==> src/rtl/ss_scan_driver.sv <==
// Multiplexed common-anode seven-segment scanner: hex decode, PWM dimming, blink,
// leading-zero blanking, and a per-slot ghosting guard; display data is swapped in on frame boundaries.
module ss_scan_driver #(
  parameter int NUM_DIGITS     = 8,
  parameter int REFRESH_CYCLES = 20000,
  parameter int GUARD          = 16,
  parameter int BRIGHT_W       = 4,
  parameter int BLINK_FRAMES   = 32
) (
  input  logic                    clk,
  input  logic                    rst,
  input  logic [4*NUM_DIGITS-1:0] data,
  input  logic [NUM_DIGITS-1:0]   dp_in,
  input  logic [NUM_DIGITS-1:0]   mask,
  input  logic [NUM_DIGITS-1:0]   blink,
  input  logic                    lzb_en,
  input  logic                    load,
  input  logic [BRIGHT_W-1:0]     brightness,
  output logic [6:0]              seg,
  output logic                    dp_n,
  output logic [NUM_DIGITS-1:0]   an,
  output logic                    frame_start
);
  localparam int SEL_W = (NUM_DIGITS > 1) ? $clog2(NUM_DIGITS) : 1;
  localparam int CNT_W = $clog2(REFRESH_CYCLES);
  localparam int FR_W  = $clog2(BLINK_FRAMES);

  typedef struct packed {
    logic [4*NUM_DIGITS-1:0] data;
    logic [NUM_DIGITS-1:0]   dp;
    logic [NUM_DIGITS-1:0]   mask;
    logic [NUM_DIGITS-1:0]   blink;
  } buf_t;

  logic [CNT_W-1:0]      cnt;
  logic [SEL_W-1:0]      idx;
  logic [FR_W-1:0]       fcnt;
  buf_t                  pend, act;
  logic                  pvld;
  logic                  slot_end, frame_end, guard_ok, pwm_on, blink_dark, lit;
  logic [3:0]            nib;
  logic [NUM_DIGITS-1:0] lz_blank, an_nxt;

  function automatic logic [6:0] hex7(input logic [3:0] v);
    case (v)
      4'h0: hex7 = 7'h40;  4'h1: hex7 = 7'h79;  4'h2: hex7 = 7'h24;  4'h3: hex7 = 7'h30;
      4'h4: hex7 = 7'h19;  4'h5: hex7 = 7'h12;  4'h6: hex7 = 7'h02;  4'h7: hex7 = 7'h78;
      4'h8: hex7 = 7'h00;  4'h9: hex7 = 7'h10;  4'hA: hex7 = 7'h08;  4'hB: hex7 = 7'h03;
      4'hC: hex7 = 7'h46;  4'hD: hex7 = 7'h21;  4'hE: hex7 = 7'h06;  default: hex7 = 7'h0E;
    endcase
  endfunction

  assign slot_end  = (cnt == CNT_W'(REFRESH_CYCLES - 1));
  assign frame_end = slot_end && (idx == SEL_W'(NUM_DIGITS - 1));

  generate
    if (GUARD == 0) begin : g_noguard
      assign guard_ok = 1'b1;
    end else begin : g_guard
      assign guard_ok = (32'(cnt) >= 32'(GUARD));
    end
  endgenerate

  assign pwm_on     = (&brightness) || (cnt[BRIGHT_W-1:0] < brightness);
  assign blink_dark = act.blink[idx] && (fcnt >= FR_W'(BLINK_FRAMES / 2));
  assign nib        = act.data[4*idx +: 4];

  // Walk down from the top digit; masked digits neither blank nor stop the run of zeros.
  always_comb begin : lzb_calc
    logic seen;
    seen     = 1'b0;
    lz_blank = '0;
    for (int i = NUM_DIGITS - 1; i > 0; i--) begin
      if (act.mask[i]) begin
        if (act.data[4*i +: 4] != 4'h0) seen = 1'b1;
        else if (!seen)                 lz_blank[i] = lzb_en;
      end
    end
  end

  assign lit = act.mask[idx] && guard_ok && pwm_on && !blink_dark && !lz_blank[idx];

  always_comb begin
    an_nxt = '1;
    if (lit) an_nxt[idx] = 1'b0;
  end

  always_ff @(posedge clk or posedge rst) begin
    if (rst) begin
      cnt         <= '0;
      idx         <= '0;
      fcnt        <= '0;
      pend        <= '0;
      act         <= '0;
      pvld        <= 1'b0;
      seg         <= 7'h7F;
      dp_n        <= 1'b1;
      an          <= '1;
      frame_start <= 1'b0;
    end else begin
      cnt         <= slot_end ? '0 : cnt + 1'b1;
      frame_start <= frame_end;
      if (slot_end) idx <= (idx == SEL_W'(NUM_DIGITS - 1)) ? '0 : idx + 1'b1;
      if (frame_end) begin
        fcnt <= (fcnt == FR_W'(BLINK_FRAMES - 1)) ? '0 : fcnt + 1'b1;
        if (pvld) act <= pend;
      end
      // A load on the boundary cycle must survive into the next frame.
      if (load) begin
        pend <= '{data: data, dp: dp_in, mask: mask, blink: blink};
        pvld <= 1'b1;
      end else if (frame_end) begin
        pvld <= 1'b0;
      end
      seg  <= lit ? hex7(nib) : 7'h7F;
      dp_n <= lit ? ~act.dp[idx] : 1'b1;
      an   <= an_nxt;
    end
  end
endmodule

==> config.mk <==
export PLATFORM = sky130hd
export DESIGN_NAME = ss_scan_driver
export DESIGN_NICKNAME = d
export VERILOG_FILES = /design/src/rtl/ss_scan_driver.sv
export SDC_FILE = /design/constraint.sdc
export NUM_CORES = 1
export LEC_CHECK = 0
export BUFFER_PORTS_ARGS = -buffer_cell sky130_fd_sc_hd__buf_4
export CELL_PAD_IN_SITES_DETAIL_PLACEMENT = 1
export CELL_PAD_IN_SITES_GLOBAL_PLACEMENT = 2
export CORE_MARGIN = 4
export CORE_UTILIZATION = 36
export CTS_CLUSTER_DIAMETER = 30
export DETAILED_ROUTE_END_ITERATION = 10
export HOLD_SLACK_MARGIN = 0.1
export PLACE_DENSITY_LB_ADDON = 0.1
export SKIP_CTS_REPAIR_TIMING = 1
export SLEW_MARGIN = 10
export SYNTH_ARGS = -nofsm -noshare
export SYNTH_HDL_FRONTEND = slang
export SYNTH_SLANG_ARGS = --single-unit
==> constraint.sdc <==
create_clock -name clk -period 4.6 [get_ports clk]
set_clock_uncertainty 0.05 [all_clocks]
set_input_delay 0.46 -clock clk [delete_from_list [all_inputs] [get_ports clk]]
set_output_delay 0.46 -clock clk [all_outputs]
set_load 0.02 [all_outputs]
==> run_results.csv, run 1 <==
group,metric,value,unit
yosys,syn_nets,603,
layout,drive_gt1_share,42.5,%
floorplan,start_util,36.8,%
yosys,syn_inst,524,
yosys,ys.flop_type,"dfrtp_1",
layout,antenna_cells,0,
yosys,synth-async-reset-ratio,100,%
detailed_routing,drt-initial-drc-count,186,
sta,fmax,344,MHz
placement,placed_cell_area,7660,um2
pwr,power,0.00304,W
cts,cts_sinks,153,
sta,hold_violations,0,
pwr,p_leak,3.76,nW
detailed_routing,drtAntennaViolNets,0,
layout,area_delta_synth_final,20.0,%
layout,final_area,8290,um2
sta,slew_headroom,34.1,%
placement,finalWeightedCongestion,0.816,
detailed_routing,firstDrtPassIters,4,
worst_setup_path,worst-r2r-cell-count,6,
floorplan,die_height,147,um
placement,place_ws,1.65,ns
layout,fillers,1973,
layout,layout_commonest_cell,"dfrtp_1",
sta,tightest_slew,0.979,ns
global_route,grt_pass1_vias,4918,
worst_setup_path,regToRegEndpoint,"act[21]",
yosys,synth.distinct_cells,54,
detailed_routing,num_vias,4395,
yosys,syn_avg_cell_area,13.2,um2
cts,h-tree-depth,4,
worst_setup_path,crit_path_start_kind,"register",
floorplan,io_pins,81,
cts,cts.path.max_buffers,2,
yosys,synth_largest_area_cell,"dfrtp_1",
sta,period_share,63.2,%
global_route,track_usage,15.8,%
sta,worst_slack,1.69,ns
sta,fin_hold_ws,0.176,ns
yosys,yosys_warnings,0,
global_route,gr-total-overflow,0,
placement,portBuffers,80,
worst_setup_path,worstPathArrival,3.16,ns
global_route,grt_first_pass_wirelength,26800,um
worst_setup_path,crit_required,4.86,ns
floorplan,die_area,21500,um2
sta,fin_tns_setup,0,ns
global_route,grt_max_degree,154,
floorplan,die_x,147,um
layout,mostFrequentLayoutCells,"dfrtp_1 (137), mux2_2 (118), buf_4 (86)",
yosys,yosysSeqAreaShare,55.7,%
worst_setup_path,endpoint_kind,"register",
status,outcome,"finished clean",
detailed_routing,route.detailed.drc,0,
cts,clk_latency,0.42,ns
global_route,antenna_found_initial,0,
layout,nets,680,
floorplan,rows,50,
floorplan,core,18800,um2
run,cap_violations,0,
cts,cts_made_buffers,17,
cts,clockRootBuffer,"clkbuf_16",
placement,dp_hpwl,11400,um
detailed_routing,wl_per_cell,19.0,um
worst_setup_path,r2r_start,"cnt[1]",
detailed_routing,wl,16100,um
yosys,synth_edf_count,0,
worst_setup_path,ff2ff_setup_slack,1.69,ns
yosys,netlist_area,6910,um2
sta,drv_slew,0,
worst_setup_path,cp_max_fo,58,
pwr,p_per_area,367,nW/um2
pwr,peakVddDrop,0.217,mV
sta,finalSetupViolCount,0,
detailed_routing,vias_per_cell,5.18,
hold_path,hold_class,"in -> async",
cts,cts_tree,"yes",
yosys,synth_seq_cells,153,
sta,min_period,2.91,ns
yosys,synth_area_leaders,"dfrtp_1 (50%), mux2_2 (19%), dfstp_2 (6.1%), ha_1 (2.7%), nand2_1 (1.4%)",
worst_setup_path,crit_type,"reg -> reg",
yosys,netlist.area_leader.share,49.6,%
sta,rsz0062_at_grt,"false",
cts,path_clk_slew,0.07,ns
## critical path: stages, from the launching register on
cell and delay, ns:
dfrtp_1 0.41, ha_1 0.22, and4_1 0.26, and4b_1 0.55
and3_2 0.25, buf_4 0.59, mux2_2 0.42
## logic make-up after synthesis
kind of cell	share of synthesized area [%]
flops	55.7
buf+inv	4.07
simple gates	8.51
mux	21.1
compound gates	6.28
xor+xnor	1.65
fa+ha+maj	2.72
## how the worst max path moves through the flow
stage                start      end  slack [ns]
detailed placement  cnt[1]  act[21]        1.65
finish              cnt[1]  act[21]        1.69
floorplan              rst   act[0]        2.17
CTS                 cnt[1]  act[21]        1.65
global placement    cnt[1]   act[8]        1.71
global route        idx[1]   seg[3]        1.40
## metal layers
layer / vias to the layer above / part of all wire, % / GRT usage, %
met2: 77 / 50 / 26.1
li1: 2049 / - / -
met1: 2250 / 45 / 20.3
met3: 19 / 3.6 / 4.28
met4: 0 / 1.5 / 4.80
met5: - / 0 / 0
## registers in the layout (all words and copies together), names as in the netlist
name	count
seg	7
fcnt	5
pvld	1
cnt	15
frame_start	1
dp_n	1
idx	3
pend	56
an	8
act	56
## final cells by class
type / instances / area, um2 / area share, %
sequential: 153 / 3850 / 46.4
multi-input combinational: 323 / 2780 / 33.6
timing repair buffer: 87 / 666 / 8.03
clock buffer: 18 / 439 / 5.30
tap: 234 / 293 / 3.53
clock inverter: 14 / 186 / 2.25
inverter: 19 / 75.1 / 0.906
## Yosys cell counts (7+ instances only)
master / number
mux2_2: 118
o21ai_0: 11
nand4_1: 7
dfstp_2: 16
inv_1: 19
xor2_1: 7
buf_4: 8
nor2_1: 20
nand3_1: 14
nor3_1: 7
nor4_1: 7
ha_1: 15
nand2_1: 26
clkbuf_1: 11
dfrtp_1: 137
## power by group
part / switching, W / total, W / internal, W
Combinational: 0.0000573 / 0.000138 / 0.0000805
Clock: 0.000594 / 0.00148 / 0.000884
Sequential: 0.0000281 / 0.00142 / 0.00140
Total: 0.000680 / 0.00304 / 0.00236
## per-stage QoR
stage / utilization, % / instances
floorplan: - / 524
global placement: 40.8 / 816
detailed placement: 40.8 / 816
CTS: 44.2 / 848
global route: 44.2 / 848
finish: 44.2 / 848
Note: power is estimated with default switching activity, not from simulation.
==> inputs of run 2 (changes only) <==
--- a/config.mk
+++ b/config.mk
@@ -9,7 +9,7 @@
 export CELL_PAD_IN_SITES_DETAIL_PLACEMENT = 1
 export CELL_PAD_IN_SITES_GLOBAL_PLACEMENT = 2
 export CORE_MARGIN = 4
-export CORE_UTILIZATION = 36
+export CORE_UTILIZATION = 40
 export CTS_CLUSTER_DIAMETER = 30
 export DETAILED_ROUTE_END_ITERATION = 10
 export HOLD_SLACK_MARGIN = 0.1
==> constraint.sdc (replaced) <==
create_clock -name clk -period 2.7 [get_ports clk]
set_clock_uncertainty 0.05 [all_clocks]
set_input_delay 0.27 -clock clk [delete_from_list [all_inputs] [get_ports clk]]
set_output_delay 0.27 -clock clk [all_outputs]
set_load 0.02 [all_outputs]
==> run_results.csv, run 2 (synthesized netlist as in run 1, its figures left out) <==
group,metric,value,unit
status,outcome,"finished clean",
worst_setup_path,crit_type,"reg -> reg",
detailed_routing,vias_per_cell,5.20,
pwr,intPower,0.00383,W
cts,cts_tree,"yes",
sta,fin_tns_setup,0,ns
pwr,combinationalPowerShare,6.1,%
cts,clockRootBuffer,"clkbuf_16",
pwr,clkPwrFrac,44.5,%
placement,finalWeightedCongestion,0.868,
pwr,netSwitchingFraction,22.0,%
worst_setup_path,worst-r2r-cell-count,8,
floorplan,start_util,41.2,%
layout,mostFrequentLayoutCells,"dfrtp_1 (137), mux2_2 (118), buf_4 (93)",
pwr,power.share.sequential,49.4,%
detailed_routing,route.detailed.drc,0,
global_route,antenna_found_initial,0,
worst_setup_path,ff2ff_setup_slack,0.17,ns
floorplan,die_x,139,um
placement,portBuffers,80,
cts,path_clk_slew,0.06,ns
layout,utilization,52.7,%
floorplan,die_area,19400,um2
worst_setup_path,endpoint_kind,"register",
detailed_routing,wl,16700,um
worst_setup_path,cpMostUsedCell,"buf_4",
worst_setup_path,crit_chain,"buf_4, and2b_1, a32oi_1, o211ai_1, nor4b_1, buf_4, o211a_4, o221ai_1",
sta,slew_headroom,46.4,%
layout,final_area,8840,um2
cts,clk_latency,0.41,ns
sta,hold_violations,0,
sta,drv_slew,0,
sta,tightest_slew,0.804,ns
detailed_routing,drt-initial-drc-count,216,
global_route,track_usage,17.4,%
detailed_routing,firstDrtPassIters,4,
worst_setup_path,crit_required,2.95,ns
hold_path,hold_class,"in -> async",
cts,h-tree-depth,4,
worst_setup_path,crit_slowest_cell,"dfrtp_1",
worst_setup_path,critical_path_buf_inv_count,2,
worst_setup_path,worstPathArrival,2.77,ns
layout,drive_gt1_share,39.1,%
worst_setup_path,r2r_start,"idx[1]",
pwr,peakVddDrop,0.418,mV
worst_setup_path,crit_path_start_kind,"register",
sta,finalSetupViolCount,0,
sta,fmax,396,MHz
layout,largest_registers,"act (56), pend (56), cnt (15)",
layout,antenna_cells,0,
worst_setup_path,worst-path-stages,8,
global_route,gr-total-overflow,0,
run,cap_violations,0,
worst_setup_path,cp_max_fo,16,
sta,rsz0062_at_grt,"false",
placement,dp_cells,811,
layout,final_cells,898,
placement,placed_cell_area,7740,um2
detailed_routing,num_vias,4666,
worst_setup_path,max_stage_delay,0.57,ns
worst_setup_path,regToRegEndpoint,"seg[6]",
global_route,grt_first_pass_wirelength,26600,um
pwr,p_leak,3.99,nW
detailed_routing,wl_per_cell,18.5,um
detailed_routing,drtAntennaViolNets,0,
placement,place_ws,0.183,ns
sta,min_period,2.53,ns
sta,period_share,93.5,%
cts,cts_sinks,153,
global_route,grt_max_degree,154,
global_route,grt_pass1_vias,4864,
floorplan,core,16800,um2
sta,worst_slack,0.174,ns
pwr,p_sw,0.00108,W
pwr,p_per_area,557,nW/um2
floorplan,die_height,139,um
worst_setup_path,crit_family,"compound AO/OA/AOI/OAI gates",
layout,layout_commonest_cell,"dfrtp_1",
floorplan,io_pins,81,
floorplan,rows,47,
layout,nets,745,
placement,dp_hpwl,11500,um
cts,cts_made_buffers,17,
cts,cts.path.max_buffers,2,
layout,area_delta_synth_final,27.9,%
## run 2: worst max path at each step
| stage | start | to | slack (ns) |
|---|---|---|---|
| after global routing | idx[1] | seg[2] | 0.02 |
| after detailed placement | idx[1] | seg[6] | 0.18 |
| after floorplan | rst | act[0] | 0.46 |
| after global placement | idx[1] | seg[6] | 0.30 |
| final | idx[1] | seg[6] | 0.17 |
| after CTS | idx[1] | seg[6] | 0.15 |
## run 2: layer usage
layer | GRT usage (%) | routed length, um | up-vias
met5 | 0 | 0 | -
met4 | 4.99 | 220 | 0
met3 | 4.53 | 655 | 15
met2 | 28.3 | 8470 | 81
met1 | 23.0 | 7310 | 2396
li1 | - | - | 2174
## run 2: final cells by class
| type | count | area, um2 |
|---|---|---|
| timing repair buffer | 152 | 1320 |
| multi-input combinational | 323 | 2780 |
| fill | 1737 | 7920 |
| clock inverter | 10 | 96.3 |
| clock buffer | 21 | 440 |
| inverter | 19 | 75.1 |
| tap | 220 | 275 |
| sequential | 153 | 3850 |
## run 2: power groups by stage
stage	clock, W	combinational, W	sequential [W]
finish	0.00219	0.000302	0.00243
global route	0.00236	0.000336	0.00244
CTS	0.00226	0.000244	0.00243
detailed placement	0	0.000243	0.00247
global placement	0	0.000232	0.00247
floorplan	0	0.000139	0.00244
## run 2: worst min-delay path, delay by kind of cell
| family | cells | cell delay [ns] |
|---|---|---|
| buf+inv | 3 | 0.75 |
## run 2: metrics by stage
stage	hold WS [ns]	power (W)
2_1_floorplan	0.372	0.00258
3_3_place_gp	0.403	0.00270
3_5_place_dp	0.412	0.00271
4_1_cts	0.0111	0.00493
5_1_grt	0.123	0.00513
6_report	0.0432	0.00492
==> inputs of run 3 (changes only) <==
--- a/config.mk
+++ b/config.mk
@@ -14,6 +14,7 @@
 export DETAILED_ROUTE_END_ITERATION = 10
 export HOLD_SLACK_MARGIN = 0.1
 export PLACE_DENSITY_LB_ADDON = 0.1
+export REMOVE_ABC_BUFFERS = 1
 export SKIP_CTS_REPAIR_TIMING = 1
 export SLEW_MARGIN = 10
 export SYNTH_ARGS = -nofsm -noshare
==> run_results.csv, run 3 (synthesized netlist as in run 1, its figures left out) <==
group,metric,value,unit
sta,rsz0062_at_grt,"false",
layout,largest_registers,"act (56), pend (56), cnt (15)",
floorplan,core,16800,um2
layout,mostFrequentLayoutCells,"dfrtp_1 (137), mux2_2 (118), buf_4 (96)",
status,outcome,"finished clean",
cts,path_clk_slew,0.06,ns
detailed_routing,firstDrtPassIters,4,
cts,h-tree-depth,4,
sta,min_period,2.44,ns
sta,worst_slack,0.257,ns
global_route,grt_pass1_vias,4903,
floorplan,rows,47,
layout,antenna_cells,0,
cts,cts.path.max_buffers,2,
sta,hold_violations,0,
placement,dp_cells,813,
layout,layout_commonest_cell,"dfrtp_1",
global_route,track_usage,16.9,%
placement,finalWeightedCongestion,0.814,
placement,dp_hpwl,11500,um
detailed_routing,drtAntennaViolNets,0,
pwr,p_per_area,573,nW/um2
cts,clk_latency,0.42,ns
layout,seq_area,3850,um2
worst_setup_path,crit_slowest_cell,"dfrtp_1",
sta,tightest_slew,0.758,ns
worst_setup_path,crit_path_start_kind,"register",
worst_setup_path,crit_required,3.01,ns
layout,nets,748,
detailed_routing,route.detailed.drc,0,
global_route,grt_max_degree,64,
cts,cts_tree,"yes",
layout,final_cells,902,
detailed_routing,wl_per_cell,18.2,um
detailed_routing,vias_per_cell,5.22,
sta,period_share,90.5,%
floorplan,io_pins,81,
run,cap_violations,0,
sta,drv_slew,0,
detailed_routing,drt-initial-drc-count,183,
layout,final_area,8910,um2
detailed_routing,wl,16400,um
cts,cts_sinks,153,
sta,fmax,409,MHz
floorplan,die_x,139,um
worst_setup_path,cp_max_fo,17,
pwr,p_leak,4.03,nW
floorplan,die_area,19400,um2
placement,placed_cell_area,7740,um2
pwr,power,0.00510,W
global_route,gr-total-overflow,0,
detailed_routing,num_vias,4705,
hold_path,hold_class,"in -> async",
layout,multi_input_area,2780,um2
worst_setup_path,crit_chain,"buf_4, and2_1, a221oi_1, a2bb2oi_2, buf_4, ha_1, inv_1, mux2i_1, o2bb2ai_1, nand2_1",
layout,drive_gt1_share,39.9,%
placement,portBuffers,80,
pwr,peakVddDrop,0.472,mV
worst_setup_path,cpMostUsedCell,"buf_4",
sta,fin_tns_setup,0,ns
floorplan,die_height,139,um
global_route,grt_first_pass_wirelength,26200,um
global_route,antenna_found_initial,0,
worst_setup_path,endpoint_kind,"register",
worst_setup_path,max_stage_delay,0.47,ns
worst_setup_path,crit_type,"reg -> reg",
sta,slew_headroom,49.5,%
layout,area_delta_synth_final,28.9,%
worst_setup_path,worstPathArrival,2.75,ns
floorplan,start_util,41.2,%
sta,finalSetupViolCount,0,
cts,clockRootBuffer,"clkbuf_16",
layout,fillers,1710,
placement,place_ws,0.248,ns
cts,cts_made_buffers,17,
[run 3: cell types whose count changed in the layout (fill, tap and decap cells not counted)]
cell,delta
buf_12,-1
dlygate4sd3_1,+1
inv_6,+2
clkinv_4,-1
clkinvlp_4,+1
clkbuf_8,+2
bufinv_16,+1
buf_4,+3
clkbuf_1,-4
[run 3: final timing paths]
path | startpoint | cells after the start | slack, ns | to
max | idx[1] | 10 | 0.26 | seg[3]
min | rst | 3 | 0.42 | pend[21]
max reg2reg | idx[1] | 10 | 0.26 | seg[3]
min reg2reg | pvld | 1 | 0.42 | pvld
max in group asynchronous | rst | 4 | 1.32 | an[4]
min in group clk | pvld | 1 | 0.42 | pvld
[run 3: worst max-delay path: cells and delay by family, from the launching register on]
kind	cells	cell delay, ns
buffers and inverters	3	0.49
and+or+nand+nor	2	0.37
muxes	1	0.13
AOI/OAI and AO/OA	3	0.64
adders and majority gates	1	0.25
DFF	1	0.47
[run 3: power by group]
| group | switching [W] | total, W | internal, W | leakage (nW) |
|---|---|---|---|---|
| clock network | 0.000957 | 0.00237 | 0.00141 | 0.274 |
| logic | 0.000114 | 0.000306 | 0.000193 | 1.82 |
| registers | 0.0000486 | 0.00243 | 0.00238 | 1.94 |
| total | 0.00112 | 0.00510 | 0.00399 | 4.03 |
[run 3: layer usage]
| layer | part of all wire, % | track usage [%] | vias to the layer above |
|---|---|---|---|
| met5 | 0 | 0 | - |
| met3 | 3.0 | 3.74 | 17 |
| met1 | 46 | 22.9 | 2419 |
| li1 | - | - | 2186 |
| met4 | 1.3 | 5.87 | 0 |
| met2 | 50 | 27.1 | 83 |
[run 3: cell type report]
cell class / instances / share of cell area, %
Clock buffer: 19 / 5.08
Sequential cell: 153 / 43.2
Tap cell: 220 / 3.09
Multi-Input combinational cell: 323 / 31.2
Clock inverter: 13 / 1.59
Inverter: 19 / 0.857
Timing Repair Buffer: 155 / 14.9
[run 3: stage by stage]
step / hold WS, ns / util [%]
2_1_floorplan: 0.312 / -
4_1_cts: -0.122 / 49.7
3_5_place_dp: 0.338 / 46.2
3_3_place_gp: 0.325 / 46.2
5_1_grt: 0.446 / 53.1
6_report: 0.415 / 53.1
